[config.mk]
export PLATFORM = sky130hd
export DESIGN_NAME = pwm_fade_ctrl
export DESIGN_NICKNAME = d
export VERILOG_FILES = /design/src/rtl/pwm_fade_ctrl.sv
export SDC_FILE = /design/constraint.sdc
export NUM_CORES = 1
export LEC_CHECK = 0
export BUFFER_PORTS_ARGS = -buffer_cell sky130_fd_sc_hd__clkbuf_2
export CAP_MARGIN = 20
export CORE_MARGIN = 1.5
export CORE_UTILIZATION = 52
export DETAILED_ROUTE_END_ITERATION = 8
export GPL_TIMING_DRIVEN = 0
export PLACE_DENSITY = 0.76
export SLEW_MARGIN = 10
export SYNTH_ARGS = -nofsm -noshare
export SYNTH_HDL_FRONTEND = slang
export SYNTH_SLANG_ARGS = --single-unit
export TNS_END_PERCENT = 1
[constraint.sdc]
create_clock -name clock -period 2.8 [get_ports clock]
set_input_delay 0.14 -clock clock [delete_from_list [all_inputs] [get_ports clock]]
set_output_delay 0.14 -clock clock [all_outputs]
set_load 0.05 [all_outputs]
[src/rtl/pwm_fade_ctrl.sv]
// Duty-cycle sequencer for the 8-bit PWM stage: ramps min->max, holds, ramps back, holds, and optionally loops.
// Optional build macro PWM_FADE_GAMMA_EN applies a square-law gamma curve to pwm_count.
module pwm_fade_ctrl #(
  parameter int DIV_W  = 16,
  parameter int HOLD_W = 16
) (
  input  logic              clock,
  input  logic              reset,
  input  logic              start,
  input  logic              stop,
  input  logic [DIV_W-1:0]  step_div,
  input  logic [HOLD_W-1:0] hold_ticks,
  input  logic [7:0]        min_duty,
  input  logic [7:0]        max_duty,
  input  logic              loop_en,
  output logic [7:0]        pwm_count,
  output logic              busy,
  output logic              done,
  output logic              config_err
);

  typedef enum logic [2:0] {IDLE, UP, HOLD_HI, DOWN, HOLD_LO} state_t;

  state_t              state, state_nxt;
  logic [7:0]          duty, duty_nxt;
  logic [DIV_W-1:0]    presc;
  logic [HOLD_W-1:0]   hold_cnt;
  logic [DIV_W-1:0]    div_s;
  logic [HOLD_W-1:0]   hold_s;
  logic [7:0]          min_s, max_s;
  logic                load, hold_inc, done_nxt, cfg_nxt;
  logic                tick, hold_end;
  logic [7:0]          duty_inc, duty_dec;

  assign tick     = (presc == div_s);
  assign hold_end = tick && (hold_cnt == hold_s);
  assign duty_inc = duty + 8'd1;
  assign duty_dec = duty - 8'd1;
  assign busy     = (state != IDLE);

  always_comb begin
    state_nxt = state;
    duty_nxt  = duty;
    load      = 1'b0;
    hold_inc  = 1'b0;
    done_nxt  = 1'b0;
    cfg_nxt   = 1'b0;
    case (state)
      IDLE: begin
        if (stop) begin
          duty_nxt = 8'd0;
        end else if (start) begin
          if (min_duty < max_duty) begin
            load      = 1'b1;
            duty_nxt  = min_duty;
            state_nxt = UP;
          end else begin
            cfg_nxt = 1'b1;
          end
        end
      end
      UP: begin
        if (tick) begin
          duty_nxt = duty_inc;
          if (duty_inc == max_s) state_nxt = HOLD_HI;
        end
      end
      HOLD_HI: begin
        if (hold_end)  state_nxt = DOWN;
        else if (tick) hold_inc  = 1'b1;
      end
      DOWN: begin
        if (tick) begin
          duty_nxt = duty_dec;
          if (duty_dec == min_s) state_nxt = HOLD_LO;
        end
      end
      HOLD_LO: begin
        if (hold_end) begin
          if (loop_en) begin
            state_nxt = UP;
          end else begin
            state_nxt = IDLE;
            done_nxt  = 1'b1;
          end
        end else if (tick) begin
          hold_inc = 1'b1;
        end
      end
      default: state_nxt = IDLE;
    endcase
    // Abort overrides any progress made this cycle and suppresses done.
    if (stop && (state != IDLE)) begin
      state_nxt = IDLE;
      duty_nxt  = 8'd0;
      done_nxt  = 1'b0;
      hold_inc  = 1'b0;
    end
  end

  always_ff @(posedge clock) begin
    if (reset) begin
      state      <= IDLE;
      duty       <= 8'd0;
      presc      <= '0;
      hold_cnt   <= '0;
      done       <= 1'b0;
      config_err <= 1'b0;
    end else begin
      state      <= state_nxt;
      duty       <= duty_nxt;
      done       <= done_nxt;
      config_err <= cfg_nxt;
      // Prescaler restarts on every state entry so each phase begins with a full tick period.
      if ((state_nxt != state) || (state == IDLE) || tick) presc <= '0;
      else                                                 presc <= presc + DIV_W'(1);
      if (state_nxt != state) hold_cnt <= '0;
      else if (hold_inc)      hold_cnt <= hold_cnt + HOLD_W'(1);
    end
  end

  always_ff @(posedge clock) begin
    if (load) begin
      div_s  <= step_div;
      hold_s <= hold_ticks;
      min_s  <= min_duty;
      max_s  <= max_duty;
    end
  end

`ifdef PWM_FADE_GAMMA_EN
  logic [15:0] gamma_prod;
  assign gamma_prod = {8'd0, duty} * ({8'd0, duty} + 16'd1);
  assign pwm_count  = gamma_prod[15:8];
`else
  assign pwm_count = duty;
`endif

endmodule

# [Word level (Yosys, flattened, before mapping)]
# Index checks and enable logic that the tools add are counted.
[word_totals] regBits=93 in_bits=53 out_inout_bits=11 word_cells=74
[classes] add_sub_neg=4 n_lt_le_gt_ge=1 n_eq_ne=13 n_mux=28 n_bitwise=4 n_reduce_logical=14
[ops] operator="$mux 8" count=5
[ops] operator="$add 16x1->16 const B" count=2
[ops] operator="$eq 16x16->1" count=2
[ops] operator="$mux 3" count=10
[ops] operator="$pmux 8 s3" count=1
[ops] operator="$eq 8x8->1" count=2
[ops] operator="$pmux 3 s5" count=1
[ops] operator="$mux 1" count=11
[ops] operator="$add 8x1->8 const B" count=1
[ops] operator="$lt 8x8->1" count=1
[ops] operator="$reduce_or 2->1" count=4
[ops] operator="$reduce_or 4->1" count=2
[ops] operator="$sub 8x1->8 const B" count=1
[ops] operator="$eq 3x2->1 const B" count=2
[ops] operator="$ne 3x3->1 const B" count=2
[ops] operator="$reduce_bool 3->1" count=2
[ops] operator="$reduce_and 5->1" count=1
[ops] operator="$ne 2x2->1 const B" count=2
[ops] operator="$not 1->1" count=4
[ops] operator="$eq 3x1->1 const B" count=1
[ops] operator="$eq 3x3->1 const B" count=1
[ops] operator="$logic_not 3->1" count=1
[ops] operator="$ne 3x3->1" count=1
[ops] operator="$logic_and 1x1->1" count=2
[ops] operator="$logic_or 1x1->1" count=2

# [Longest topological paths before layout]
[logic_depth] depth_word=10 mapped_depth=11 ltp_nobuf=9

# [Least setup slack after synthesis]
# OpenSTA, ideal clock, no wires.
[synth_path] kind="reg2reg" from="register duty[0], in the netlist pwm_count[0]" to="register hold_cnt[10]" setup_time_ps=123 arrival_time_ps=2856 required_time_ps=2677 slack_ps=-178 path_stages_with_launch=12 n_path_buf=2 period_less_slack_ps=2978 cell_sequence="dfxtp_1 > buf_6 > inv_1 > ha_1 > o21ba_2 > a221oi_1 > a31oi_1 > a2111oi_4 > a21oi_2 > o41ai_4 > buf_6 > nor3_1"
[synth_between] elab_chain_len=8 word_cells_on_any_way=12 classes_between="2 x add/sub; 3 x eq/ne; 6 x mux; 1 x reduce/logical"
[synth_lines] item="from (decl)" line="25" rtl="logic [7:0] duty, duty_nxt;"
[synth_lines] item="from (signal assigned)" line="111" rtl="duty <= duty_nxt;"
[synth_lines] item="$sub 8x1->8 / $add 8x1->8 (equally long branches)" line="38, 37"
[synth_lines] item="$eq 8x8->1, on equally long branches" line="75, 65"
[synth_lines] item="$mux 3, on equally long branches" line="75, 65"
[synth_lines] item="$mux 3, on equally long branches" line="73, 63"
[synth_lines] item="$pmux 3 s5 *" line="48" rtl="case (state)"
[synth_lines] item="$mux 3 *" line="93" rtl="if (stop && (state != IDLE)) begin"
[synth_lines] item="$ne 3x3->1 *" line="117" rtl="if (state_nxt != state) hold_cnt <= '0;"
[synth_lines] item="$reduce_or 2->1 (no line) *"
[synth_lines] item="to (signal assigned)" line="118" rtl="else if (hold_inc) hold_cnt <= hold_cnt + HOLD_W'(1);"
[synth_lines] item="to (decl)" line="27" rtl="logic [HOLD_W-1:0] hold_cnt;"
# Mark *: on every way between the ends. The rest lies on a longest branch, timed or not.
# A chain may end at the register's enable or synchronous reset.

# [Worst setup path in the final report]
[layout_path] from="register duty[0], in the netlist pwm_count[0]" to="register hold_cnt[5]"
# Same word-level chain as after synthesis.

==> flow_metrics.env <==
export IMPL_hpwlAfterDp_um=8055
export IMPL_synth_nets=548
export IMPL_antennaDiodeCount=0
export IMPL_yosysSeqAreaShare=0.4789
export IMPL_clock_latency_ps=370
export IMPL_die_w_um=99.98
export IMPL_synthMuxAreaShare=0.008442
export IMPL_p_leak_nw=2.422
export IMPL_worstHoldPathCells=1
export IMPL_portBuffers=62
export IMPL_antenna_found_initial=0
export IMPL_synthAdderAreaFrac=0.02814
export IMPL_cts_tree="built"
export IMPL_place_area_mm2=0.005368
export IMPL_synth_async_reset_ratio=0
export IMPL_ys_types=54
export IMPL_dp_cells=658
export IMPL_cp_slowest_cell="dfxtp_4"
export IMPL_violations="negative setup slack"
export IMPL_rows=35
export IMPL_overflow=0
export IMPL_synthCells=484
export IMPL_period_needed_ps=2821
export IMPL_crit_end="hold_cnt[5]"
export IMPL_hold_viol=0
export IMPL_cts_buffers=9
export IMPL_synthesis_area_mm2=0.004891
export IMPL_cp_startpoint="pwm_count[0]"
export IMPL_synth_xor_area_frac=0.1450
export IMPL_synth_enable_flop_cells=48
export IMPL_ir_drop_uv=386.3
export IMPL_cp_depth=11
export IMPL_postRouteAntennaNets=0
export IMPL_routed_via_count=4181
export IMPL_syn_to_final_growth_pct=27.07
export IMPL_holdCritPathClass="in2reg"
export IMPL_path_buf_inv=3
export IMPL_synth_simple_area_share=0.1883
export IMPL_fin_area_mm2=0.006215
export IMPL_cp_end_kind="register"
export IMPL_nFillCells=715
export IMPL_crit_required_ps=3060
export IMPL_crit_type="reg2reg"
export IMPL_grt_use_total=0.2454
export IMPL_firstDrtPassIters=5
export IMPL_r2r_start="pwm_count[0]"
export IMPL_grt_pass1_wl_um=19090
export IMPL_dr_first_iter_drc_count=166
export IMPL_pre_cts_ws_ps=-322.6
export IMPL_r2r_end="hold_cnt[5]"
export IMPL_yosys_warnings=0
export IMPL_status="finished, violations left"
export IMPL_power_density_mw_per_mm2=517.2
export IMPL_maxCapViolCount=0
export IMPL_drc=0
export IMPL_start_util=0.5318
export IMPL_postSynthAreaPerCell_um2=10.11
export IMPL_path_cells="inv_1, ha_4, o21ba_2, a221oi_2, a31oi_2, a2111oi_4, a21oi_2, o41ai_4, buf_4, buf_6, nor3_1"
export IMPL_dieArea_mm2=0.009996
export IMPL_grt_pass1_vias=4117
export IMPL_max_slew_margin_rel=0.4310
export IMPL_coreArea_mm2=0.009196
export IMPL_max_stage_delay_ps=430
export IMPL_tightest_slew_ps=853.5
export IMPL_r2r_cells=11
export IMPL_drive_above_1_share=0.2136
export IMPL_cts_root_buffer="clkbuf_8"
export IMPL_wire_per_inst_um=16.81
export IMPL_final_cells=729
export IMPL_crit_family="compound AO/OA/AOI/OAI gates"
export IMPL_io_pins=64
export IMPL_ys_ff_latch=93
export IMPL_finalMaxSlewViolations=0
export IMPL_clk_pin_slew_worst_paths_ps=100
export IMPL_routabilityCongestion=0.9433
export IMPL_cp_start_kind="register"
export IMPL_via_per_inst=5.735
export IMPL_synth_flop_cell="edfxtp_1"
export IMPL_synth_compound_area_frac=0.1174
export IMPL_die_y_um=99.98
export IMPL_postLayoutCoreUtil=0.6758
export IMPL_crit_fanout=9
export IMPL_h_tree_depth=3
export IMPL_grt_max_degree=39
export IMPL_clock_sink_count=93
export IMPL_synth_top_family_by_area="simple AND/OR/NAND/NOR gates"
export IMPL_fin_ws_ps=-21.34
export IMPL_holdWs_ps=24.47
export IMPL_routed_wl_um=12250
export IMPL_post_route_period_util=1.008
export IMPL_setup_viol=6
export IMPL_cts_buffer_depth=2
export IMPL_timing_fmax_mhz=354.4
export IMPL_skew_ps=13.59
export IMPL_fin_nets=677
export IMPL_r2r_setup_slack_ps=-20
export IMPL_crit_arrival_ps=3080
metal layers:
layer	part of all wire	routed length [um]	GRT usage	vias up
met4	0.028	338	0.1127	0
li1	-	-	-	2007
met2	0.52	6320	0.4322	165
met3	0.056	681	0.04526	29
met5	0	0	0	-
met1	0.40	4913	0.2909	1980
where the power goes:
part	internal, W	leakage [nW]	switching [W]	total, W
clock network	0.000454	0.103	0.000487	0.000941
logic	0.000322	1.51	0.000414	0.000736
registers	0.00149	0.806	0.0000471	0.00154
total	0.00227	2.42	0.000948	0.00321
metrics by stage:
stage | power, W | TNS (ps)
after detailed placement | 0.002139 | -6101
after floorplan | 0.001969 | 0
final | 0.003214 | -78.10
after global placement | 0.002121 | -31840
after global routing | 0.003355 | -799.2
after CTS | 0.003173 | 0
cells by family after synthesis:
logic type,Yosys count
xor+xnor,81
simple gates,178
flops,93
buf+inv,39
fa+ha+maj,11
compound gates,78
mux,4
worst min-delay path by stage:
stage	start	end	slack, ps
floorplan	loop_en	done	220
global placement	hold_ticks[13]	hold_s[13]	320
detailed placement	step_div[15]	div_s[15]	320
CTS	min_duty[1]	min_s[1]	5
global route	min_duty[1]	min_s[1]	10
finish	min_duty[1]	min_s[1]	20
layout by cell type (no fill, tap or decap), drive strengths merged, types with 2 or more instances in the layout:
master	netlist	final
a211o	4	4
a211oi	7	7
a21o	2	2
a21oi	18	18
a221oi	6	6
a31oi	5	5
and2	4	4
and3	10	10
and4	6	6
buf	6	18
clkbuf	14	88
clkinvlp	0	2
dfxtp	45	45
dlygate4sd3	0	45
edfxtp	48	48
ha	11	11
inv	19	20
mux2i	3	3
nand2	32	32
nand2b	5	5
nand3	23	23
nand4	9	9
nor2	38	38
nor2b	4	4
nor3	30	30
nor4	11	11
o21a	2	2
o21ai	15	15
o22ai	3	3
o31ai	2	2
o32ai	5	5
or3	2	2
xnor2	23	23
xor2	58	58
final cells by class:
| cell class | count | area [um2] | area share |
|---|---|---|---|
| tap | 111 | 138.9 | 0.02235 |
| sequential | 93 | 2350 | 0.3781 |
| timing repair buffer | 122 | 883.3 | 0.1421 |
| buffer | 16 | 80.08 | 0.01289 |
| clock inverter | 3 | 23.77 | 0.003825 |
| multi-input combinational | 352 | 2477 | 0.3986 |
| clock buffer | 13 | 190.2 | 0.03060 |
| inverter | 19 | 71.32 | 0.01148 |
timing repair:
action	CTS	global route
endpoints found under the setup margin	26	27
hold buffers	45	0
pin swaps	5	6
gates resized for setup	5	20
buffers inserted	7	6
gates cloned	0	1
hold endpoints to repair	45	0
cells in the mapped netlist (14+ instances only):
cell type | n | share of area
a21oi_1 | 17 | 0.017
clkbuf_1 | 14 | 0.011
dfxtp_1 | 45 | 0.18
edfxtp_1 | 48 | 0.29
inv_1 | 19 | 0.015
nand2_1 | 32 | 0.025
nand3_1 | 23 | 0.024
nor2_1 | 37 | 0.028
nor3_1 | 27 | 0.028
o21ai_0 | 14 | 0.014
xnor2_1 | 23 | 0.041
xor2_1 | 58 | 0.10
sequential cells by signal (all words and copies together), names as in the netlist:
| signal | flops |
|---|---|
| done | 1 |
| min_s | 8 |
| state | 3 |
| presc | 16 |
| hold_cnt | 16 |
| config_err | 1 |
| div_s | 16 |
| hold_s | 16 |
| pwm_count | 8 |
| max_s | 8 |
worst register-to-register path, delay by kind of cell (launching register included):
| kind | cells | cell delay [ps] |
|---|---|---|
| flip-flops | 1 | 430 |
| buffers and inverters | 3 | 400 |
| adder cells (fa/ha/maj) | 1 | 200 |
| AND/OR/NAND/NOR | 1 | 50 |
| AO/OA/AOI/OAI | 6 | 1640 |
No activity file was read; power rests on OpenSTA's default activity.
